## src/rtl/pr_pkg.sv

```systemverilog
// Shared types and constants for the P-R register file access sequencer.
package pr_pkg;

    typedef enum logic [2:0] {
        IDLE,
        SETUP,
        STROBE,
        HOLD,
        ACK
    } pr_state_e;

    localparam logic [2:0] REG_R0 = 3'd0;
    localparam int         CNT_W  = 3;

    // Phase counters run from LEN-1 down to 0.
    function automatic logic [CNT_W-1:0] len_m1(input int len);
        return CNT_W'(len - 1);
    endfunction

endpackage

```

## src/rtl/pr_rr_arb.sv

```systemverilog
// Two-way round-robin arbiter: control unit (A) vs control panel (B).
module pr_rr_arb (
    input  logic clk_i,
    input  logic clm_i,
    input  logic req_a_i,
    input  logic req_b_i,
    input  logic take_i,
    input  logic done_i,
    output logic vld_o,
    output logic pick_b_o,
    output logic gnt_b_o
);

    logic gnt_b_q;
    logic prio_b_q;

    // prio_b_q=1 means B wins the next tie; it flips away from whoever finished last.
    assign vld_o    = req_a_i | req_b_i;
    assign pick_b_o = req_b_i & (~req_a_i | prio_b_q);
    assign gnt_b_o  = gnt_b_q;

    always_ff @(posedge clk_i) begin
        if (!clm_i) begin
            gnt_b_q  <= 1'b0;
            prio_b_q <= 1'b0;
        end else begin
            if (take_i) gnt_b_q <= pick_b_o;
            if (done_i) prio_b_q <= ~gnt_b_q;
        end
    end

endmodule

```

## src/rtl/pr_access_seq.sv

```systemverilog
// Sequences setup/strobe/hold accesses to the P-R register file for two requesters.
module pr_access_seq
    import pr_pkg::*;
#(
    parameter int SETUP_LEN = 1,
    parameter int STB_LEN   = 2,
    parameter int HOLD_LEN  = 1
) (
    input  logic        __clk,
    input  logic        clm_,
    input  logic        a_req,
    input  logic        a_wr,
    input  logic        a_ph2,
    input  logic [2:0]  a_addr,
    input  logic [15:0] a_wdata,
    output logic        a_ack,
    input  logic        b_req,
    input  logic        b_wr,
    input  logic        b_ph2,
    input  logic [2:0]  b_addr,
    input  logic [15:0] b_wdata,
    output logic        b_ack,
    output logic [15:0] rdata,
    input  logic [15:0] l,
    output logic [15:0] w,
    output logic        ra,
    output logic        rb,
    output logic        rc,
    output logic        w_r,
    output logic        as2,
    output logic        strob1,
    output logic        strob2,
    output logic        busy
);

    pr_state_e        state_q;
    logic [CNT_W-1:0] cnt_q;
    logic [2:0]       addr_q;
    logic [15:0]      w_q;
    logic [15:0]      rdata_q;
    logic             w_r_q, as2_q, s1_q, s2_q, a_ack_q, b_ack_q;

    logic        vld, pick_b, gnt_b, take;
    logic        sel_wr, sel_ph2;
    logic [2:0]  sel_addr;
    logic [15:0] sel_wdata;

    assign take = (state_q == IDLE) && vld;

    pr_rr_arb u_arb (
        .clk_i    (__clk),
        .clm_i    (clm_),
        .req_a_i  (a_req),
        .req_b_i  (b_req),
        .take_i   (take),
        .done_i   (state_q == ACK),
        .vld_o    (vld),
        .pick_b_o (pick_b),
        .gnt_b_o  (gnt_b)
    );

    assign sel_wr    = pick_b ? b_wr    : a_wr;
    assign sel_ph2   = pick_b ? b_ph2   : a_ph2;
    assign sel_addr  = pick_b ? b_addr  : a_addr;
    assign sel_wdata = pick_b ? b_wdata : a_wdata;

    always_ff @(posedge __clk) begin
        if (!clm_) begin
            state_q <= IDLE;
            cnt_q   <= '0;
            addr_q  <= REG_R0;
            w_q     <= '0;
            rdata_q <= '0;
            w_r_q   <= 1'b0;
            as2_q   <= 1'b0;
            s1_q    <= 1'b0;
            s2_q    <= 1'b0;
            a_ack_q <= 1'b0;
            b_ack_q <= 1'b0;
        end else begin
            a_ack_q <= 1'b0;
            b_ack_q <= 1'b0;
            case (state_q)
                IDLE: if (take) begin
                    addr_q  <= sel_addr;
                    w_q     <= sel_wr ? sel_wdata : 16'h0000;
                    w_r_q   <= sel_wr;
                    as2_q   <= sel_ph2;
                    cnt_q   <= len_m1(SETUP_LEN);
                    state_q <= SETUP;
                end
                SETUP: if (cnt_q == '0) begin
                    s1_q    <= ~as2_q;
                    s2_q    <= as2_q;
                    cnt_q   <= len_m1(STB_LEN);
                    state_q <= STROBE;
                end else begin
                    cnt_q <= cnt_q - 1'b1;
                end
                STROBE: if (cnt_q == '0) begin
                    s1_q    <= 1'b0;
                    s2_q    <= 1'b0;
                    cnt_q   <= len_m1(HOLD_LEN);
                    state_q <= HOLD;
                end else begin
                    cnt_q <= cnt_q - 1'b1;
                end
                HOLD: if (cnt_q == '0) begin
                    // L bus is sampled on the final hold cycle, before the bus is released.
                    if (!w_r_q) rdata_q <= l;
                    addr_q  <= REG_R0;
                    w_q     <= '0;
                    w_r_q   <= 1'b0;
                    as2_q   <= 1'b0;
                    a_ack_q <= ~gnt_b;
                    b_ack_q <= gnt_b;
                    state_q <= ACK;
                end else begin
                    cnt_q <= cnt_q - 1'b1;
                end
                ACK:     state_q <= IDLE;
                default: state_q <= IDLE;
            endcase
        end
    end

    assign {rc, rb, ra} = addr_q;
    assign w      = w_q;
    assign w_r    = w_r_q;
    assign as2    = as2_q;
    assign strob1 = s1_q;
    assign strob2 = s2_q;
    assign a_ack  = a_ack_q;
    assign b_ack  = b_ack_q;
    assign rdata  = rdata_q;
    assign busy   = (state_q != IDLE);

endmodule

```

## config.mk

```make
export PLATFORM = sky130hd
export DESIGN_NAME = pr_access_seq
export DESIGN_NICKNAME = d
export VERILOG_FILES = /design/src/rtl/pr_pkg.sv /design/src/rtl/pr_rr_arb.sv /design/src/rtl/pr_access_seq.sv
export SDC_FILE = /design/constraint.sdc
export NUM_CORES = 1
export LEC_CHECK = 0
export CAP_MARGIN = 40
export CORE_MARGIN = 2
export CORE_UTILIZATION = 47
export CTS_BUF_LIST = sky130_fd_sc_hd__clkbuf_4 sky130_fd_sc_hd__clkbuf_8
export DETAILED_ROUTE_END_ITERATION = 8
export GPL_ROUTABILITY_DRIVEN = 0
export PLACE_DENSITY = 0.95
export SYNTH_ARGS = -nofsm -noshare
export SYNTH_HDL_FRONTEND = slang
export SYNTH_SLANG_ARGS = --single-unit
```

## constraint.sdc

```tcl
create_clock -name __clk -period 2.65 [get_ports __clk]
set_input_delay 0.53 -clock __clk [delete_from_list [all_inputs] [get_ports __clk]]
set_output_delay 0.53 -clock __clk [all_outputs]
set_load 0.02 [all_outputs]
```

# == Yosys cells after proc, flatten, opt, wreduce, memory -nomap -nowiden ==
# Cells that the tools add are included.
# totals
regBits,49
latch_bits,0
mem_bits_rw,0
romBits,0
input_bits,62
out_inout_bits,42
elab_cells,73
n_memories,0
# classes
n_addsub,1
n_mul,0
div_mod_pow,0
magnitude_cmp,0
n_eq_ne,9
shift,0
muxes,30
bitwise,7
reduce_logical,13
# ops
operator,count
2-to-1 mux 16 bit,4
2-to-1 mux 3 bit,11
one-hot mux 16 bit (2 select lines),1
one-hot mux 3 bit (4 select lines),2
AND reduction 3 bit,5
!= test 2 bit (second input constant),5
one-hot mux 1 bit (2 select lines),4
2-to-1 mux 1 bit,7
equality test 3 x 2 -> 1 bit (second input constant),2
zero test 3 bit,2
one-hot mux 3 bit (2 select lines),1
inverter 1 bit,4
AND reduction 4 bit,1
nonzero test 2 bit,2
nonzero test 4 bit,1
equality test 3 x 1 -> 1 bit (second input constant),1
equality test 3 bit (second input constant),1
nonzero test 3 bit,1
subtractor 3 x 1 -> 3 bit (second input constant),1
OR 1 bit,2
bitwise AND 1 bit,1
logical AND 1 bit,1

# == Longest topological paths before layout ==
# logic_depth
depth_word,7
depth_mapped,8
ltp_nobuf,6

# == Hierarchy ==
# Synthesis repeated with hierarchy kept, for this count alone.
# unflattened
cells_unflattened,241
hier_area_um2,2322.2
# modules_own_cells
module,n_inst,cells_each,area_per_inst_um2,seq_area_each_um2
pr_access_seq,1,232,2230.9,940.9
pr_rr_arb,1,9,91.3,40.0

# == Worst setup path before layout ==
# No wires, ideal clock.
# synth_timing
path_kind,flip-flop to flip-flop
startpoint,register cnt_q[0]
endpoint,register cnt_q[1]
setup_time_ps,118
arrival_time_ps,1441
required_ps,2532
slack_ps,1091
stages_incl_launch_ff,7
n_path_buf,0
synth_period_minus_slack_ps,1559
cell_sequence,dfxtp_1 inv_1 ha_1 and4b_1 or3_1 a22oi_1 nor2b_1
# synth_between
elab_chain_len,3
elab_cells_between_ends,8
cone_classes,add/sub (1); eq/ne (1); mux (4); reduce/logical (2)
# synth_rtl
element,line,rtl
from (decl),pr_access_seq.sv:37,logic [CNT_W-1:0] cnt_q;
from (signal assigned),pr_access_seq.sv:89,cnt_q <= len_m1(SETUP_LEN);
from (signal assigned),pr_access_seq.sv:95,cnt_q <= len_m1(STB_LEN);
from (signal assigned),pr_access_seq.sv:98,cnt_q <= cnt_q - 1'b1;
subtractor 3 x 1 -> 3 bit / zero test 3 bit (equally long branches),n/a,
2-to-1 mux 3 bit (tied with other cells),pr_access_seq.sv:108,HOLD: if (cnt_q == '0) begin
one-hot mux 3 bit (4 select lines) / AND reduction 3 bit (equally long branches),n/a,
# Parallel ways exist; a longest one is shown, timed or not. The select of a mux whose other input is x is not followed.
# A chain may end at the register's enable or synchronous reset.

# == Worst setup path after layout ==
# layout_timing
startpoint,register state_q[1]
endpoint,output port busy
# layout_between
elab_chain_len,1
# layout_rtl
element,line,rtl
from (decl),pr_access_seq.sv:36,pr_state_e state_q;
from (signal assigned),pr_access_seq.sv:69,state_q <= IDLE;
from (signal assigned),pr_access_seq.sv:90,state_q <= SETUP;
from (signal assigned),pr_access_seq.sv:96,state_q <= STROBE;
nonzero test 3 bit,pr_access_seq.sv:136,assign busy = (state_q != IDLE);
to (decl),pr_access_seq.sv:33,output logic busy
# Every way passes these cells.

==> flow_summary_export.csv <==
group,metric,value,unit
placed_design,hpwl,4520,µm
synthesis,synth_edf_count,0,
drt,route.vias.total,2451,
drt,ant_nets,0,
synthesis,ys_top_cells_by_count,"nand2_1, dfxtp_1, a21boi_0",
hold_path,hp-class,"flop to flop",
clocking,cts-buffers-inserted,5,
synthesis,ys_seq_elements,49,
worst_setup_path,crit_family,"buffers and inverters",
synthesis,yosys-top-cells-area,"dfxtp_1, nand2_1, a21boi_0",
layout,fillers,392,
sta,fin_crit,2300,ps
worst_setup_path,crit_path_start_kind,"flop",
sta,setup_viol,0,
drt,wire_per_inst,13.5,µm
layout,nets,456,
worst_setup_path,cp_cell_sequence,"nor3_4, inv_2, clkdlybuf4s50_1",
sta,slew_viol_final,0,
job,drv_cap,0,
synthesis,synth_flop_cell,"dfxtp_1",
clocking,cts_buffer_depth,2,
global_route,grt_pass1_vias,2267,
synthesis,yosys.area.top_type_share,40.7,%
synthesis,syn_nets,366,
placed_design,numPortBuffers,103,
clocking,cts.sinks,49,
synthesis,syn_inst,302,
synthesis,syn-cell-area,2410,µm²
placed_design,placedInstanceArea,3470,µm²
global_route,grtUsageTotal,20.9,%
clocking,worstSkewPairLatency,300,ps
layout,syn2layout_area_growth,48.9,%
sta,rsz0062_at_grt,"false",
worst_setup_path,worstSetupPathType,"flop to primary output",
worst_setup_path,slowest_delay,660,ps
synthesis,ys_types,36,
clocking,cts_tree,"built",
sta,fmax,435,MHz
sta,worst_pin_slew,615,ps
sta,hold_violations,0,
clocking,h-tree-depth,2,
floorplanning,die_w,75.6,µm
floorplanning,dieArea,5710,µm²
synthesis,ys_warn_count,0,
layout,n_antenna_cell,0,
floorplanning,io_pins,104,
worst_setup_path,cpMaxStageDelayCell,"dfxtp_1",
synthesis,ys_seq_area_share,40.7,%
sta,slew-limit-headroom,58.9,%
synthesis,yosysMostFrequentCell,"nand2_1",
global_route,grt_pass1_wl,9400,µm
power_and_ir_drop,p_total,2570,µW
synthesis,yosysTopAreaCell,"dfxtp_1",
worst_setup_path,cp.required,2120,ps
clocking,clkTransAtPathRegs,90,ps
drt,drt-total-wl,6230,µm
run_status,outcome,"completed",
sta,fin_worst_skew,4.94,ps
synthesis,ys_async_sr_fraction,0,%
drt,drc,0,
worst_setup_path,cp_max_fo,15,
worst_setup_path,path_buf_inv,2,
synthesis,postSynthAreaPerCell,7.98,µm²
global_route,grt_start_max_net_pins,44,
drt,drt_iter0_drc,110,
floorplanning,row_count,26,
floorplanning,fp.coreArea,5010,µm²
power_and_ir_drop,peakVddDrop,0.481,mV
drt,dr.pass1.iters,4,
sta,tns,0,ps
global_route,antenna_found_initial,0,
worst_setup_path,arrival,1770,ps
clocking,cts.repair.resized,0,
layout,drive_gt1_share,5.09,%
power_and_ir_drop,p_leak,0.00130,µW
drt,vias_per_cell,5.29,
sta,timing.final.crit_share,86.8,%
global_route,grt_overflow,0,
floorplanning,die_h,75.6,µm
clocking,ctsHoldBuffers,0,
layout,stdcell_area,3590,µm²
clocking,cts_root_buf,"clkbuf_8",
power_and_ir_drop,p_per_area,717,nW/µm²
clocking,post_cts_buffers,0,
worst_setup_path,crit_path_end_kind,"primary output",
layout,final_util,71.6,%
floorplanning,start_util,48.1,%
-- per-layer routing --
| layer | vias up | GRT usage [%] | share of wire, % |
|---|---|---|---|
| li1 | 1224 | - | - |
| met1 | 1102 | 22.7 | 40 |
| met2 | 108 | 39.7 | 50 |
| met3 | 17 | 4.50 | 6.9 |
| met4 | 0 | 7.60 | 2.4 |
| met5 | - | 0 | 0 |
-- sequential cells by signal, summed over array words and instances, names as in the netlist --
name	cells
a_ack	1
addr_q	3
as2	1
b_ack	1
cnt_q	3
rdata	16
state_q	3
strob1	1
strob2	1
u_arb.gnt_b_o	1
u_arb.prio_b_q	1
w	16
w_r	1
-- stage by stage --
stage	cells	setup slack [ps]	hold WS, ps
finish	463	349	455
global route	463	289	477
CTS	463	356	458
detailed placement	455	593	445
global placement	455	668	440
floorplan	302	1090	420
-- final cells by class --
| cell class | count | area (µm²) | share of cell area, % |
|---|---|---|---|
| Clock buffer | 6 | 82.6 | 2.30 |
| Clock inverter | 2 | 37.5 | 1.05 |
| Inverter | 4 | 15.0 | 0.419 |
| Multi-Input combinational cell | 222 | 1300 | 36.2 |
| Sequential cell | 49 | 981 | 27.4 |
| Tap cell | 70 | 87.6 | 2.44 |
| Timing Repair Buffer | 110 | 1080 | 30.2 |
-- power by group --
part	internal (µW)	leakage (µW)	switching, µW
Clock	307	0.0000574	245
Sequential	859	0.000398	117
Combinational	488	0.000844	554
-- cells by family after synthesis --
kind of cell	Yosys count	synth area share, %
AND/OR/NAND/NOR	125	26.5
AO/OA/AOI/OAI	94	26.0
flip-flops	49	40.7
buffers and inverters	31	5.35
adder cells (fa/ha/maj)	2	1.04
XOR/XNOR	1	0.364
-- placed cells by master (no fill, tap or decap), drive strengths merged, types with 4 or more instances in the layout --
cell type        n
buf              7
nand2           78
and4            16
clkdlybuf4s50  103
clkbuf           6
a21oi           17
and3             7
inv              4
a21boi          43
dfxtp           49
o21ai           22
nor2b            7
nor2             4
-- worst paths after layout --
kind                                  end  cells past startpoint  slack, ps       start
worst max-delay path                 busy                      3        350  state_q[1]
worst min-delay path            rdata[14]                      2        460   rdata[14]
worst max register to register  rdata[10]                      4        840  state_q[1]
worst min register to register  rdata[14]                      2        460   rdata[14]
-- worst register-to-register path, stage by stage (launching register included) --
cell and delay [ps]:
dfxtp_1 660, nand4b_1 220, or3_1 580, nand2_1 170, a21boi_1 80
(Power assumes the default switching activity.)
==> RTL change 1 (config.mk and constraints unchanged) <==
The package constant `REG_R0` goes from 3'd0 to 3'd1.
--- a/src/rtl/pr_pkg.sv
+++ b/src/rtl/pr_pkg.sv
@@ -10,5 +10,5 @@
     } pr_state_e;
 
-    localparam logic [2:0] REG_R0 = 3'd0;
+    localparam logic [2:0] REG_R0 = 3'd1;
     localparam int         CNT_W  = 3;
 
Formal check against the unedited RTL: not equivalent (Yosys sat finds a counterexample within 4 cycles, from zero or initial values).
==> RTL change 1 against the original RTL <==
  * Sequential cell count stayed put
  * Clock skew is 2.2 ps lower
  * Count of clock-buffer cells in the layout is 1 lower
  * Synthesized area is 7.7% higher
  * Setup slack better by 200 ps
  * Wire length is 8.1% higher
  * Cell area is 3.8% higher
  * Die area is 7.3% higher
  * Total power is 0.34% higher
  * Synthesized cell count is 7.0% higher
  * Critical path type unchanged
==> RTL change 1: results (changes against the original RTL) <==
Global route
  – All-Layer GR Usage: 0.227 (+0.0180)
  – Number of global-route vias before repair: 2480 (+9.4%)
  – First-pass GRT wire length: 11100 um (+19%)

Route
  – Total number of vias: 2582 (+5.3%)
  – Detailed-route vias per instance: 5.31 (+0.36%)
  – DR WL/cell: 13.9 um (+3.0%)
  – DRT iter0 DRCs: 114 (+3.6%)
  – 1st-pass router iterations: 4 (unchanged)

Placement
  – # port buffers: 103 (unchanged)
  – Detailed placement HPWL: 4880 um (+7.9%)
  – Placed Instances: 478 (+5.1%)

Synth
  – Most numerous cell types in the synthesized netlist: 58 x nand2_1, 49 x dfxtp_1, 24 x nor2_1, 23 x inv_1, 21 x a21oi_1
  – Fraction of the yosys area taken by sequential cells: 0.378 (-0.0291)
  – Synth warnings: 0 (unchanged)
  – Largest cells by area after synthesis: dfxtp_1 38%, nand2_1 8.4%, o21a_1 5.8%
  – Mapped Cells: 323 (+7.0%)
  – Mapped Nets: 387 (+5.7%)
  – Cell variety after synth: 42 (+17%)

Power
  – LEAKAGE: 1.34 nW (+3.3%)
  – Sw Share: 0.386 (+0.0297)
  – Maximum vdd drop: 307 uV (-36%)

Final layout
  – Count of fill cells added during filler insertion: 427 (+8.9%)
  – Layout cell share with drive strength beyond 1: 0.0894 (+0.0385)

Hold path
  – Type of the most critical hold path: flip-flop to flip-flop

Worst setup path
  – Arrival time reported for the critical path endpoint: 1570 ps (-200 ps)
  – Reg2Reg Setup Slack: 880 ps (+40 ps)
  – Maximum fanout along the worst path: 4 (-11)

Timing
  – Worst max-slew margin expressed relative to the limit: 0.574 (-0.0146)
  – Worst hold slack across all endpoints: 468 ps (+13.1 ps)
  – Worst clock skew: 2.77 ps (-2.17 ps)

Clocking
  – Number of buffers inserted for hold repair after clock tree synthesis: 0 (unchanged)

Outcome
  – Result of the run: completed
RTL change 1: routing by layer:
layer / up-vias / global-route usage / wire length, um
met5: - / 0 / 0
met4: 0 / 0.0737 / 105
met3: 9 / 0.0724 / 553
met2: 105 / 0.399 / 3310
met1: 1194 / 0.262 / 2770
li1: 1274 / - / -
RTL change 1: layout make-up:
type / instances / area [sq um] / share of cell area
sequential: 49 / 981 / 0.264
clock buffer: 5 / 68.8 / 0.0185
multi-input combinational: 222 / 1370 / 0.368
inverter: 24 / 90.1 / 0.0242
tap: 72 / 90.1 / 0.0242
timing repair buffer: 111 / 1100 / 0.297
clock inverter: 3 / 17.5 / 0.00471
RTL change 1: final timing paths:
kind	from	end	depth (start not counted)
worst max-delay path	state_q[2]	busy	3
worst max register to register	cnt_q[0]	w[10]	6
worst min-delay path	rdata[6]	rdata[6]	2
worst min register to register	rdata[6]	rdata[6]	2
RTL change 1: power groups by stage:
stage / clock network, mW / registers [mW] / logic, mW
after global placement: 0 / 0.958 / 1.16
after floorplan: 0 / 1.06 / 0.703
final: 0.435 / 0.951 / 1.19
after detailed placement: 0 / 0.965 / 1.19
after CTS: 0.450 / 0.950 / 1.20
after global routing: 0.479 / 0.968 / 1.31
RTL change 1: cells by family after synthesis:
logic type	synth area share
flops	0.378
xor+xnor	0.00338
compound gates	0.280
buf+inv	0.0936
simple gates	0.235
fa+ha+maj	0.00965
RTL change 1: worst max-delay path, stage by stage, from the launching register on:
cell,delay (ps)
dfxtp_1,350
nor3_4,270
inv_2,100
clkdlybuf4s50_1,550
RTL change 1: through the flow:
stage	utilization	total power [mW]	setup WS (ps)	cell area, sq um
after floorplan	-	1.76	1060	2590
after global placement	0.672	2.12	414	3630
after detailed placement	0.672	2.16	343	3630
after CTS	0.688	2.60	539	3720
after global routing	0.688	2.75	498	3720
final	0.688	2.58	547	3720
==> RTL change 2 (config.mk and constraints unchanged) <==
Without the edit above. Encoding of `pr_state_e`: now Gray code (3 bits for 5 states).
--- a/src/rtl/pr_pkg.sv
+++ b/src/rtl/pr_pkg.sv
@@ -3,9 +3,9 @@
 
     typedef enum logic [2:0] {
-        IDLE,
-        SETUP,
-        STROBE,
-        HOLD,
-        ACK
+        IDLE   = 3'b000,
+        SETUP  = 3'b001,
+        STROBE = 3'b011,
+        HOLD   = 3'b010,
+        ACK    = 3'b110
     } pr_state_e;
 
Formal check against the unedited RTL: same outputs for any inputs over 10 cycles, from zero or initial values; not proved beyond that.
==> RTL change 2 against the original RTL <==
  * Setup slack worse by 60 ps
  * Wire length up 0.32%
  * Critical path depth unchanged
  * Cell area down 0.84%
  * Synthesized area up 0.31%
  * Total power up 14%
  * Largest power group unchanged
  * Sequential cell count unchanged
  * Die area up 0.29%
==> RTL change 2: results (changes against the original RTL) <==
Final layout
  – Layout cell share with drive strength beyond 1: 0.0896 (+0.0387)
  – Count of fill cells added during filler insertion: 376 (-4.1%)
  – Non-filler instance count after layout: 416 (-10%)
  – Net total in the final layout: 409 (-10%)

Route
  – DRT iter0 DRCs: 78 (-29%)
  – Sum of routed wire length over all layers: 6250 um (+0.32%)

Power
  – Clock distribution power: 0.635 mW (+15%)
  – Maximum vdd drop: 490 uV (+1.9%)
  – Internal Power: 1.84 mW (+11%)
  – Power share of the sequential group: 0.347 (-0.033)
  – LEAKAGE: 1.34 nW (+2.8%)
  – Total power of the final layout: 2.92 mW (+14%)

Synth
  – Fraction of the yosys area taken by sequential cells: 0.406 (-0.00127)
  – Cell variety after synth: 40 (+11%)
  – Mapped Cells: 253 (-16%)
  – Most numerous cell types in the synthesized netlist: 54 x nand2_1, 49 x dfxtp_1, 18 x mux2i_1, 11 x o32ai_2
  – Mapped Nets: 317 (-13%)
  – Largest cells by area after synthesis: dfxtp_1 41%, nand2_1 8.4%, mux2i_1 7.5%

Global route
  – Number of global-route vias before repair: 2020 (-11%)
  – First-pass GRT wire length: 9310 um (-0.95%)
  – Largest net degree at the start of global routing: 50 (+14%)
  – All-Layer GR Usage: 0.212 (+0.00290)

Outcome
  – Result of the run: completed

Placement
  – Detailed placement HPWL: 4510 um (-0.36%)
  – Worst slack at placement: 240 ps (-353 ps)
  – Placed Area: 3420 sq um (-1.3%)

Timing
  – Worst max-slew margin expressed relative to the limit: 0.546 (-0.0431)
  – Worst clock skew: 5.56 ps (+0.615 ps)

Worst setup path
  – Arrival time reported for the critical path endpoint: 1830 ps (+60 ps)
## RTL change 2: cell count changes after synthesis, moves of 4 or more
cell      change
nand2b_1      +4
clkbuf_1     -11
a21oi_1       -7
buf_6         +6
a21boi_1      -9
o32ai_2      +11
and4_1       -16
mux2i_1      +18
nand3b_1      +5
nand2_1      -24
o21a_1        +5
a21boi_0     -16
o32ai_1       +5
o21ai_0      -16
## RTL change 2: kinds of logic after synthesis
group           synth area share
mux                       0.0746
buf+inv                   0.0673
fa+ha+maj                 0.0104
simple gates               0.212
compound gates             0.229
flops                      0.406
## RTL change 2: per-layer routing
metal	global-route usage	wire [um]	part of all wire	vias to the layer above
met4	0.0604	91	0.015	0
met1	0.260	2590	0.41	1039
met5	0	0	0	-
li1	-	-	-	1070
met3	0.0503	361	0.058	10
met2	0.372	3210	0.51	81
## RTL change 2: worst paths after layout
check | start | to | slack (ps) | cells past startpoint
max | state_q[2] | busy | 290 | 3
max reg2reg | cnt_q[0] | rdata[11] | 470 | 6
min reg2reg | rdata[5] | rdata[5] | 450 | 2
min | rdata[5] | rdata[5] | 450 | 2
## RTL change 2: critical path, stage by stage (launching register included)
cell and delay, ps:
dfxtp_1 450, nor3_4 400, inv_1 100, clkdlybuf4s50_1 570
## RTL change 2: area by class of cell
| type | count | area (sq um) | share of cell area |
|---|---|---|---|
| clock buffers | 5 | 68.8 | 0.0194 |
| clock inverters | 3 | 65.1 | 0.0183 |
| inverters | 4 | 15.0 | 0.00422 |
| multi-input cells | 179 | 1270 | 0.358 |
| flip-flops and latches | 49 | 981 | 0.276 |
| well taps | 70 | 87.6 | 0.0246 |
| repair buffers | 106 | 1070 | 0.300 |
